--- src/rtl/axi_llc_way_xbar.sv ---
// Request/response crossbar between LLC units and data ways: one round-robin
// arbiter per way, one in-order response FIFO per read-capable unit.

module axi_llc_way_arb #(
    parameter int NumUnits = 4,
    parameter int UW       = 2
) (
    input  logic                clk_i,
    input  logic                rst_i,
    input  logic [NumUnits-1:0] req,
    input  logic                ready,
    output logic                valid,
    output logic [UW-1:0]       gnt
);
    logic [UW-1:0] ptr_q, lock_unit_q;
    logic          lock_q;
    logic          found;

    // A stalled grant is pinned to its unit so payload/unit stay stable.
    always_comb begin
        valid = 1'b0;
        gnt   = '0;
        found = 1'b0;
        if (lock_q && req[lock_unit_q]) begin
            valid = 1'b1;
            gnt   = lock_unit_q;
        end else begin
            for (int i = 0; i < NumUnits; i++) begin
                if (!found && req[(int'(ptr_q) + i) % NumUnits]) begin
                    found = 1'b1;
                    gnt   = UW'((int'(ptr_q) + i) % NumUnits);
                end
            end
            valid = found;
        end
    end

    always_ff @(posedge clk_i) begin
        if (rst_i) begin
            ptr_q       <= '0;
            lock_q      <= 1'b0;
            lock_unit_q <= '0;
        end else if (valid && ready) begin
            lock_q <= 1'b0;
            ptr_q  <= UW'((int'(gnt) + 1) % NumUnits);
        end else if (valid) begin
            lock_q      <= 1'b1;
            lock_unit_q <= gnt;
        end
    end
endmodule

module axi_llc_ord_fifo #(
    parameter int Depth = 2,
    parameter int WW    = 1,
    parameter int CW    = 2
) (
    input  logic          clk_i,
    input  logic          rst_i,
    input  logic          push_i,
    input  logic [WW-1:0] data_i,
    input  logic          pop_i,
    output logic [WW-1:0] head_o,
    output logic          empty_o,
    output logic          full_o,
    output logic [CW-1:0] count_o
);
    localparam int PW = $clog2(Depth);

    logic [WW-1:0] mem [Depth];
    logic [PW-1:0] wr_q, rd_q;
    logic [CW-1:0] cnt_q;

    function automatic logic [PW-1:0] nxt(input logic [PW-1:0] p);
        return (p == PW'(Depth - 1)) ? '0 : p + PW'(1);
    endfunction

    always_ff @(posedge clk_i) begin
        if (push_i) mem[wr_q] <= data_i;
    end

    always_ff @(posedge clk_i) begin
        if (rst_i) begin
            wr_q  <= '0;
            rd_q  <= '0;
            cnt_q <= '0;
        end else begin
            if (push_i) wr_q <= nxt(wr_q);
            if (pop_i)  rd_q <= nxt(rd_q);
            if (push_i && !pop_i)      cnt_q <= cnt_q + CW'(1);
            else if (pop_i && !push_i) cnt_q <= cnt_q - CW'(1);
        end
    end

    // Head is read from storage, so a pushed entry shows up one cycle later.
    assign head_o  = mem[rd_q];
    assign empty_o = (cnt_q == '0);
    assign full_o  = (cnt_q == CW'(Depth));
    assign count_o = cnt_q;
endmodule

module axi_llc_way_xbar #(
    parameter int                  NumUnits  = 4,
    parameter int                  NumWays   = 8,
    parameter logic [NumUnits-1:0] ReadUnits = NumUnits'(4'b1001),
    parameter int                  OrdDepth  = NumWays + 1,
    parameter int                  ReqWidth  = 64,
    parameter int                  RspWidth  = 64,
    localparam int                 UW = (NumUnits > 1) ? $clog2(NumUnits) : 1,
    localparam int                 WW = (NumWays > 1) ? $clog2(NumWays) : 1,
    localparam int                 CW = $clog2(OrdDepth + 1)
) (
    input  logic                               clk_i,
    input  logic                               rst_i,
    input  logic [NumUnits-1:0][ReqWidth-1:0]  req_data_i,
    input  logic [NumUnits-1:0][NumWays-1:0]   req_way_i,
    input  logic [NumUnits-1:0]                req_valid_i,
    output logic [NumUnits-1:0]                req_ready_o,
    output logic [NumWays-1:0][ReqWidth-1:0]   way_req_data_o,
    output logic [NumWays-1:0][UW-1:0]         way_req_unit_o,
    output logic [NumWays-1:0]                 way_req_valid_o,
    input  logic [NumWays-1:0]                 way_req_ready_i,
    input  logic [NumWays-1:0][RspWidth-1:0]   way_rsp_data_i,
    input  logic [NumWays-1:0][UW-1:0]         way_rsp_unit_i,
    input  logic [NumWays-1:0]                 way_rsp_valid_i,
    output logic [NumWays-1:0]                 way_rsp_ready_o,
    output logic [NumUnits-1:0][RspWidth-1:0]  rsp_data_o,
    output logic [NumUnits-1:0]                rsp_valid_o,
    input  logic [NumUnits-1:0]                rsp_ready_i,
    output logic [NumUnits-1:0][CW-1:0]        outstanding_o,
    output logic                               err_o,
    output logic [UW-1:0]                      err_unit_o
);
    logic [NumUnits-1:0]               one_hot, malformed, elig;
    logic [NumUnits-1:0][WW-1:0]       way_idx;
    logic [NumWays-1:0][NumUnits-1:0]  way_reqs;
    logic [NumWays-1:0]                gnt_vld;
    logic [NumWays-1:0][UW-1:0]        gnt_unit;
    logic [NumUnits-1:0]               req_ready, push, pop, rsp_valid;
    logic [NumWays-1:0]                way_rsp_ready;
    logic [NumUnits-1:0]               fifo_empty, fifo_full;
    logic [NumUnits-1:0][WW-1:0]       head_way;
    logic                              err_n;
    logic [UW-1:0]                     err_unit_n;
    logic                              err_q;
    logic [UW-1:0]                     err_unit_q;

    // Decode, eligibility and per-way request vectors.
    always_comb begin
        way_idx  = '0;
        way_reqs = '0;
        for (int u = 0; u < NumUnits; u++) begin
            one_hot[u]   = $onehot(req_way_i[u]);
            malformed[u] = req_valid_i[u] & ~one_hot[u];
            elig[u]      = req_valid_i[u] & one_hot[u] & ~(ReadUnits[u] & fifo_full[u]);
            for (int w = 0; w < NumWays; w++) begin
                if (req_way_i[u][w]) way_idx[u] = way_idx[u] | WW'(w);
                way_reqs[w][u] = elig[u] & req_way_i[u][w];
            end
        end
    end

    for (genvar w = 0; w < NumWays; w++) begin : g_way
        axi_llc_way_arb #(.NumUnits(NumUnits), .UW(UW)) u_arb (
            .clk_i (clk_i),
            .rst_i (rst_i),
            .req   (way_reqs[w]),
            .ready (way_req_ready_i[w]),
            .valid (gnt_vld[w]),
            .gnt   (gnt_unit[w])
        );
        assign way_req_data_o[w]  = req_data_i[gnt_unit[w]];
        assign way_req_unit_o[w]  = gnt_unit[w];
        assign way_req_valid_o[w] = gnt_vld[w] & ~rst_i;
    end

    // Malformed requests are swallowed immediately; good ones wait for their way.
    always_comb begin
        for (int u = 0; u < NumUnits; u++) begin
            req_ready[u] = malformed[u];
            for (int w = 0; w < NumWays; w++) begin
                if (gnt_vld[w] && gnt_unit[w] == UW'(u) && way_req_ready_i[w])
                    req_ready[u] = 1'b1;
            end
            push[u] = req_ready[u] & one_hot[u] & ~rst_i;
        end
    end

    for (genvar u = 0; u < NumUnits; u++) begin : g_unit
        if (ReadUnits[u]) begin : g_rd
            axi_llc_ord_fifo #(.Depth(OrdDepth), .WW(WW), .CW(CW)) u_fifo (
                .clk_i   (clk_i),
                .rst_i   (rst_i),
                .push_i  (push[u]),
                .data_i  (way_idx[u]),
                .pop_i   (pop[u]),
                .head_o  (head_way[u]),
                .empty_o (fifo_empty[u]),
                .full_o  (fifo_full[u]),
                .count_o (outstanding_o[u])
            );
        end else begin : g_wr
            assign head_way[u]      = '0;
            assign fifo_empty[u]    = 1'b1;
            assign fifo_full[u]     = 1'b0;
            assign outstanding_o[u] = '0;
        end
    end

    // A way response only moves when the unit whose FIFO head points at it is tagged.
    always_comb begin
        rsp_valid     = '0;
        way_rsp_ready = '0;
        rsp_data_o    = '0;
        for (int u = 0; u < NumUnits; u++) begin
            if (!fifo_empty[u]) begin
                rsp_data_o[u] = way_rsp_data_i[head_way[u]];
                if (way_rsp_unit_i[head_way[u]] == UW'(u)) begin
                    rsp_valid[u] = way_rsp_valid_i[head_way[u]];
                    if (rsp_ready_i[u]) way_rsp_ready[head_way[u]] = 1'b1;
                end
            end
        end
    end

    assign pop             = rsp_valid & rsp_ready_i & {NumUnits{~rst_i}};
    assign rsp_valid_o     = rst_i ? '0 : rsp_valid;
    assign way_rsp_ready_o = rst_i ? '0 : way_rsp_ready;
    assign req_ready_o     = rst_i ? '0 : req_ready;

    always_comb begin
        err_n      = |malformed;
        err_unit_n = '0;
        for (int u = NumUnits - 1; u >= 0; u--) begin
            if (malformed[u]) err_unit_n = UW'(u);
        end
    end

    always_ff @(posedge clk_i) begin
        if (rst_i) begin
            err_q      <= 1'b0;
            err_unit_q <= '0;
        end else begin
            err_q      <= err_n;
            err_unit_q <= err_unit_n;
        end
    end

    assign err_o      = err_q;
    assign err_unit_o = err_unit_q;
endmodule

--- config.mk ---
export PLATFORM = sky130hd
export DESIGN_NAME = axi_llc_way_xbar
export DESIGN_NICKNAME = d
export VERILOG_FILES = /design/src/rtl/axi_llc_way_xbar.sv
export SDC_FILE = /design/constraint.sdc
export NUM_CORES = 2
export LEC_CHECK = 0
export ABC_AREA = 1
export CORE_AREA = 2 2 645 647
export DETAILED_ROUTE_END_ITERATION = 6
export DIE_AREA = 0 0 647 649
export GPL_TIMING_DRIVEN = 0
export PLACE_DENSITY = 0.36
export SLEW_MARGIN = 20
export SYNTH_ARGS = -nofsm -noshare
export SYNTH_HDL_FRONTEND = slang
export SYNTH_SLANG_ARGS = --single-unit
--- constraint.sdc ---
create_clock -name clk_i -period 8.5 [get_ports clk_i]
set_input_delay 0.85 -clock clk_i [delete_from_list [all_inputs] [get_ports clk_i]]
set_output_delay 0.85 -clock clk_i [all_outputs]
set_load 0.01 [all_outputs]
* Word level (Yosys, flattened, before mapping)
Memory sizes are Yosys's and may differ from the RTL's. A register that Yosys moved wholly into a read port is not among the register bits.
Index checks and enable logic that the tools add are counted.
** Cells by class
- Add/subtract/negate cells :: 68
- Mux-type cells :: 320
- Equal/unequal tests :: 35
- Order comparisons :: 52
- Bitwise logic cells :: 96
- Reduce and logical (&&, ||, !) cells :: 194
** Operators with widths (count)
- $bmux 64 s2 :: 8
- $mux 64 :: 12
- $bmux 64 s3 :: 2
- $mux 1 :: 175
- $logic_and 1x1->1 :: 110
- $lt 3x4->1 const B :: 26
- $mux 2 :: 48
- $bmux 1 s2 :: 40
- $lt 2x3->1 const B :: 24
- $reduce_or 2->1 :: 33
- $mux 4 :: 14
- $mux 8 :: 7
- $and 1x1->1 :: 54
- $eq 2x2->1 const B :: 17
- $add 1x1->2 :: 16
- $add 2x1->2 const B :: 16
- $add 2x2->2 const B :: 16
- $logic_not 1->1 :: 28
- $add 2x2->3 :: 8
- $add 4x1->4 const B :: 6
- $and 1x1->1 const A :: 24
- $eq 4x4->1 const B :: 6
- $mux 3 :: 8
- $logic_not 2->1 :: 9
- other kinds (16) :: 58
** Storage, ports and cells
- Word-level logic and storage cells :: 800
- Memories :: 2
- Output and inout port bits :: 827
- Memory bits (writable) :: 54
- Input port bits :: 842
- Register bits after elaboration :: 67
** Memory list
- g_unit[0].g_rd.u_fifo.mem :: words 9, width 3, read ports 1, clocked after memory_dff 1, wr ports 1, RTL line 70 : logic [WW-1:0] mem [Depth];
- g_unit[3].g_rd.u_fifo.mem :: words 9, width 3, read ports 1, clocked after memory_dff 1, wr ports 1, RTL line 70

* Logic depth before layout (Yosys ltp)
- Depth after elaboration :: 40
- Gate-level depth with buffers :: 45
- Mapped depth without buffers :: 43

* Modules after synthesis
From an unflattened synthesis, not the netlist that was laid out.
** Unflattened totals
- Cells, all modules :: 5206
- Area, all modules :: 30700.7 µm²
** Modules (own cells, without submodules)
- axi_llc_way_xbar :: seq. area each 60.1 µm², instances 1, cells each 3940, area each 21953.6 µm²
- axi_llc_way_arb :: seq. area each 100.1 µm², instances 8, cells each 106, area each 603.1 µm²
- axi_llc_ord_fifo at g_unit[0].g_rd.u_fifo :: seq. area each 1131.1 µm², instances 1, cells each 208, area each 1961.9 µm²
- axi_llc_ord_fifo at g_unit[3].g_rd.u_fifo :: seq. area each 1131.1 µm², instances 1, cells each 210, area each 1960.6 µm²

* Worst setup path after synthesis
No wires, ideal clock.
- Kind :: input to register
- From :: in req_way_i[0] (netlist bit)
- To :: reg g_unit[0].g_rd.u_fifo.cnt_q[3]
- Arrival time :: 6753 ps
- Stages on the path :: 43
- Slack :: 1628 ps
- Setup time :: 119 ps
- Required time :: 8381 ps
- Path buffers :: 2
- Cells stage by stage :: inv_1 > fa_1 > fa_1 > fa_1 > inv_1 > ha_1 > inv_1 > fa_1 > nand2_1 > a21oi_2 > nand4_1 > nand2_1 > nand2_1 > nand2_1 > nand2_1 > inv_2 > nand2_2 > o211ai_1 > (+7 left out) > nand2_1 > inv_1 > nand2_1 > nor2_1 > nand2_2 > nand3_4 > inv_2 > ha_1 > inv_1 > ha_1 > nand2_1 > nor2_1 > a211oi_1 > nor2_1 > nor2_1 > nand2_1 > o21ai_0 > a21oi_1
** RTL lines
- from (decl) :: RTL line 116 : input logic [NumUnits-1:0][NumWays-1:0] req_way_i,
- to (signal assigned) :: RTL line 90 : if (push_i && !pop_i) cnt_q <= cnt_q + CW'(1);
- to (signal assigned) :: RTL line 91 : else if (pop_i && !push_i) cnt_q <= cnt_q - CW'(1);
- to (decl) :: RTL line 72 : logic [CW-1:0] cnt_q;

==> reports/qor.txt <==
Syn Inst Count: 6183
Total track usage: 23.2%
Status: finished clean
Largest net degree at the start of global routing: 17
I/O pins: 1669
Worst slew margin: 15.2%
H-tree depth: 4
Clock Sinks: 129
CP Max Fanout: 10
Critical path buffer and inverter count: 10
Skew-Pair Late Insertion Delay: 0.46 ns
CP dominant cell by count: fa_1
Routability Congestion: 1.03
Fmax: 0.121 GHz
CTS root buf: clkbuf_16
I/O Buffers: 1526
Synth top area cells: nand2_1 14%, o211ai_1 12%, nor2_1 9.0%
Via count: 56263
Slowest CP cell: clkdlybuf4s50_1
Share of layout cells above drive strength 1: 8.88%
GRT overflow: 0
Post-DP HPWL: 434000 um
Drt initial violations: 5819
Final period util: 97.0%
Synth warnings: 0
Tmin final: 8.25 ns
Routed vias/inst: 4.15
Die X-Extent: 647 um
CP arrival: 7.40 ns
EDFF count, synth: 54
Post-synthesis sequential area ratio: 9.25%
# hold bufs at CTS: 0
DR WL/cell: 37.8 um
Layout Skew: 0.0131 ns
CTS tree: yes
Core area: 413000 um^2
Crit. End Element: primary output
Final setup fails: 0
Hold WC Path Type: reg2reg
Main synth FF type: dfxtp_1
Die footprint: 420000 um^2
Hold Vio Cnt, Final: 0
Syn avg cell area: 5.46 um^2
Initial Utilization: 8.18%
Max cap viols: 0
Vert. Die Dim: 649 um
RSZ-0062 raised after global routing: yes
Most frequent cells in the layout: 1476 x clkdlybuf4s50_1, 1298 x nand2_1, 804 x nor2_1, 581 x inv_1, 545 x o21ai_1
Number of fillers in the final layout: 48433
First-pass GRT wire length: 631000 um
Top delay family on crit path: buffers and inverters
Total CTS buffers: 17
Worst setup SP type: primary input
Net count, final: 8821
Final ANT Viol Nets: 0
Cell area after synthesis: 33800 um^2
Final Slew Violations: 0
Clock Pin Slew Worst Setup and Hold Paths: 0.06 ns
Initial antenna violation count: 274
Synth Register Bits: 129
Cell taking the most area after synthesis: nand2_1
Post-Route WL: 511000 um
Slowest stage delay, CP: 0.86 ns
Yosys cell types: 61
Top cell type's share of synthesized area: 14.5%
Layout area overhead: 73.3%
Residual DRC count: 0
Ys async rst share: 0%
Worst Max-Slew Pin Slew: 1.27 ns
Worst Hold Margin: 0.498 ns
Maximum clock path buffer count: 2
Commonest non-fill, non-tap cell in the layout: clkdlybuf4s50_1
Drt pass-1 iters: 6
Critical path class: in2out
Num rows: 236
Vias in the first global route: 53862
Critical Path RT: 7.65 ns
==> repair_timing <==
item,CTS,global route
gates cloned,0,1
setup buffers,10,28
pin swaps,9,13
gates resized for setup,107,127
endpoints found under the setup margin,351,309
==> tightest hold or removal path, stage by stage, from the launching register on <==
cell	delay, ns
dfxtp_1	0.31
nor2_1	0.10
nor2_1	0.05
==> flip-flops by register name (all words and copies together), names as in the netlist, named ones only <==
name / cells
err_unit_o: 2
g_unit.g_rd.u_fifo.count_o: 8
g_unit.g_rd.u_fifo.rd_q: 8
err_o: 1
g_way.u_arb.lock_q: 8
g_unit.g_rd.u_fifo.mem: 54
g_way.u_arb.ptr_q: 16
g_unit.g_rd.u_fifo.wr_q: 8
g_way.u_arb.lock_unit_q: 16
==> cell families (layout without fill, tap and decap cells) <==
logic type	after synthesis	count (layout)	share of synthesized area (%)
compound gates	2122	2122	38.2
xor+xnor	18	18	0.467
other cells	1	294	0.0111
fa+ha+maj	76	76	3.22
buf+inv	1269	2865	17.7
simple gates	2568	2568	31.1
flops	129	129	9.25
==> cell usage after synthesis (58+ instances only) <==
cell and instances:
buf_2 193, clkbuf_1 168, o22ai_1 233, nand2_1 1302, buf_4 207, o21ai_0 414, ha_1 58, o211ai_1 532
nand4_1 59, nand3_1 187, o21ai_1 556, nor3_1 141, dfxtp_1 75, inv_1 581, a31oi_1 63, nor2_1 807
o221ai_1 64, a21oi_1 167
==> through the flow <==
stage	setup WS (ns)	instance area, um^2	util [%]	setup TNS [ns]	cells
2_1_floorplan	1.63	34300	-	0	6320
3_3_place_gp	-1.72	56400	13.7	-175.13	13320
3_5_place_dp	-1.33	56500	13.7	-124.90	13322
4_1_cts	-0.000977	57400	13.9	-0.000977	13363
5_1_grt	-0.0647	58400	14.2	-0.120	13507
6_report	0.253	58500	14.2	0	13546
==> metal layers <==
layer | up-vias | GRT usage (%) | routed length, um | share of wire, %
met2 | 3434 | 43.7 | 269000 | 53
met5 | - | 0 | 455 | 0.089
li1 | 24664 | - | - | -
met3 | 1133 | 5.80 | 37900 | 7.4
met4 | 68 | 20.6 | 52500 | 10
met1 | 26964 | 20.2 | 152000 | 30
==> layout make-up <==
type / instances / area [um^2] / area share (%)
Multi-Input combinational cell: 4922 / 25500 / 43.5
Timing Repair Buffer: 1567 / 15700 / 26.8
Tap cell: 5474 / 6850 / 11.7
Buffer: 640 / 4050 / 6.92
Sequential cell: 129 / 3120 / 5.34
Inverter: 626 / 2350 / 4.02
Clock buffer: 19 / 464 / 0.794
Antenna cell: 156 / 390 / 0.667
Clock inverter: 13 / 114 / 0.195
==> path summary, 6_finish.rpt <==
| path | start | to | slack (ns) | cells after the start |
|---|---|---|---|---|
| worst min register to register | g_way[0].u_arb.lock_q | g_way[0].u_arb.lock_q | 0.50 | 2 |
| worst max register to register | g_unit[3].g_rd.u_fifo.count_o[1] | g_unit[0].g_rd.u_fifo.count_o[3] | 3.10 | 34 |
| worst max-delay path | req_way_i[16] | way_req_data_o[317] | 0.25 | 28 |
| worst min-delay path | g_way[0].u_arb.lock_q | g_way[0].u_arb.lock_q | 0.50 | 2 |
Power is left out: the tool's default activity adds up to more than one toggle a clock period on the data nets, which glitch-free logic cannot reach.
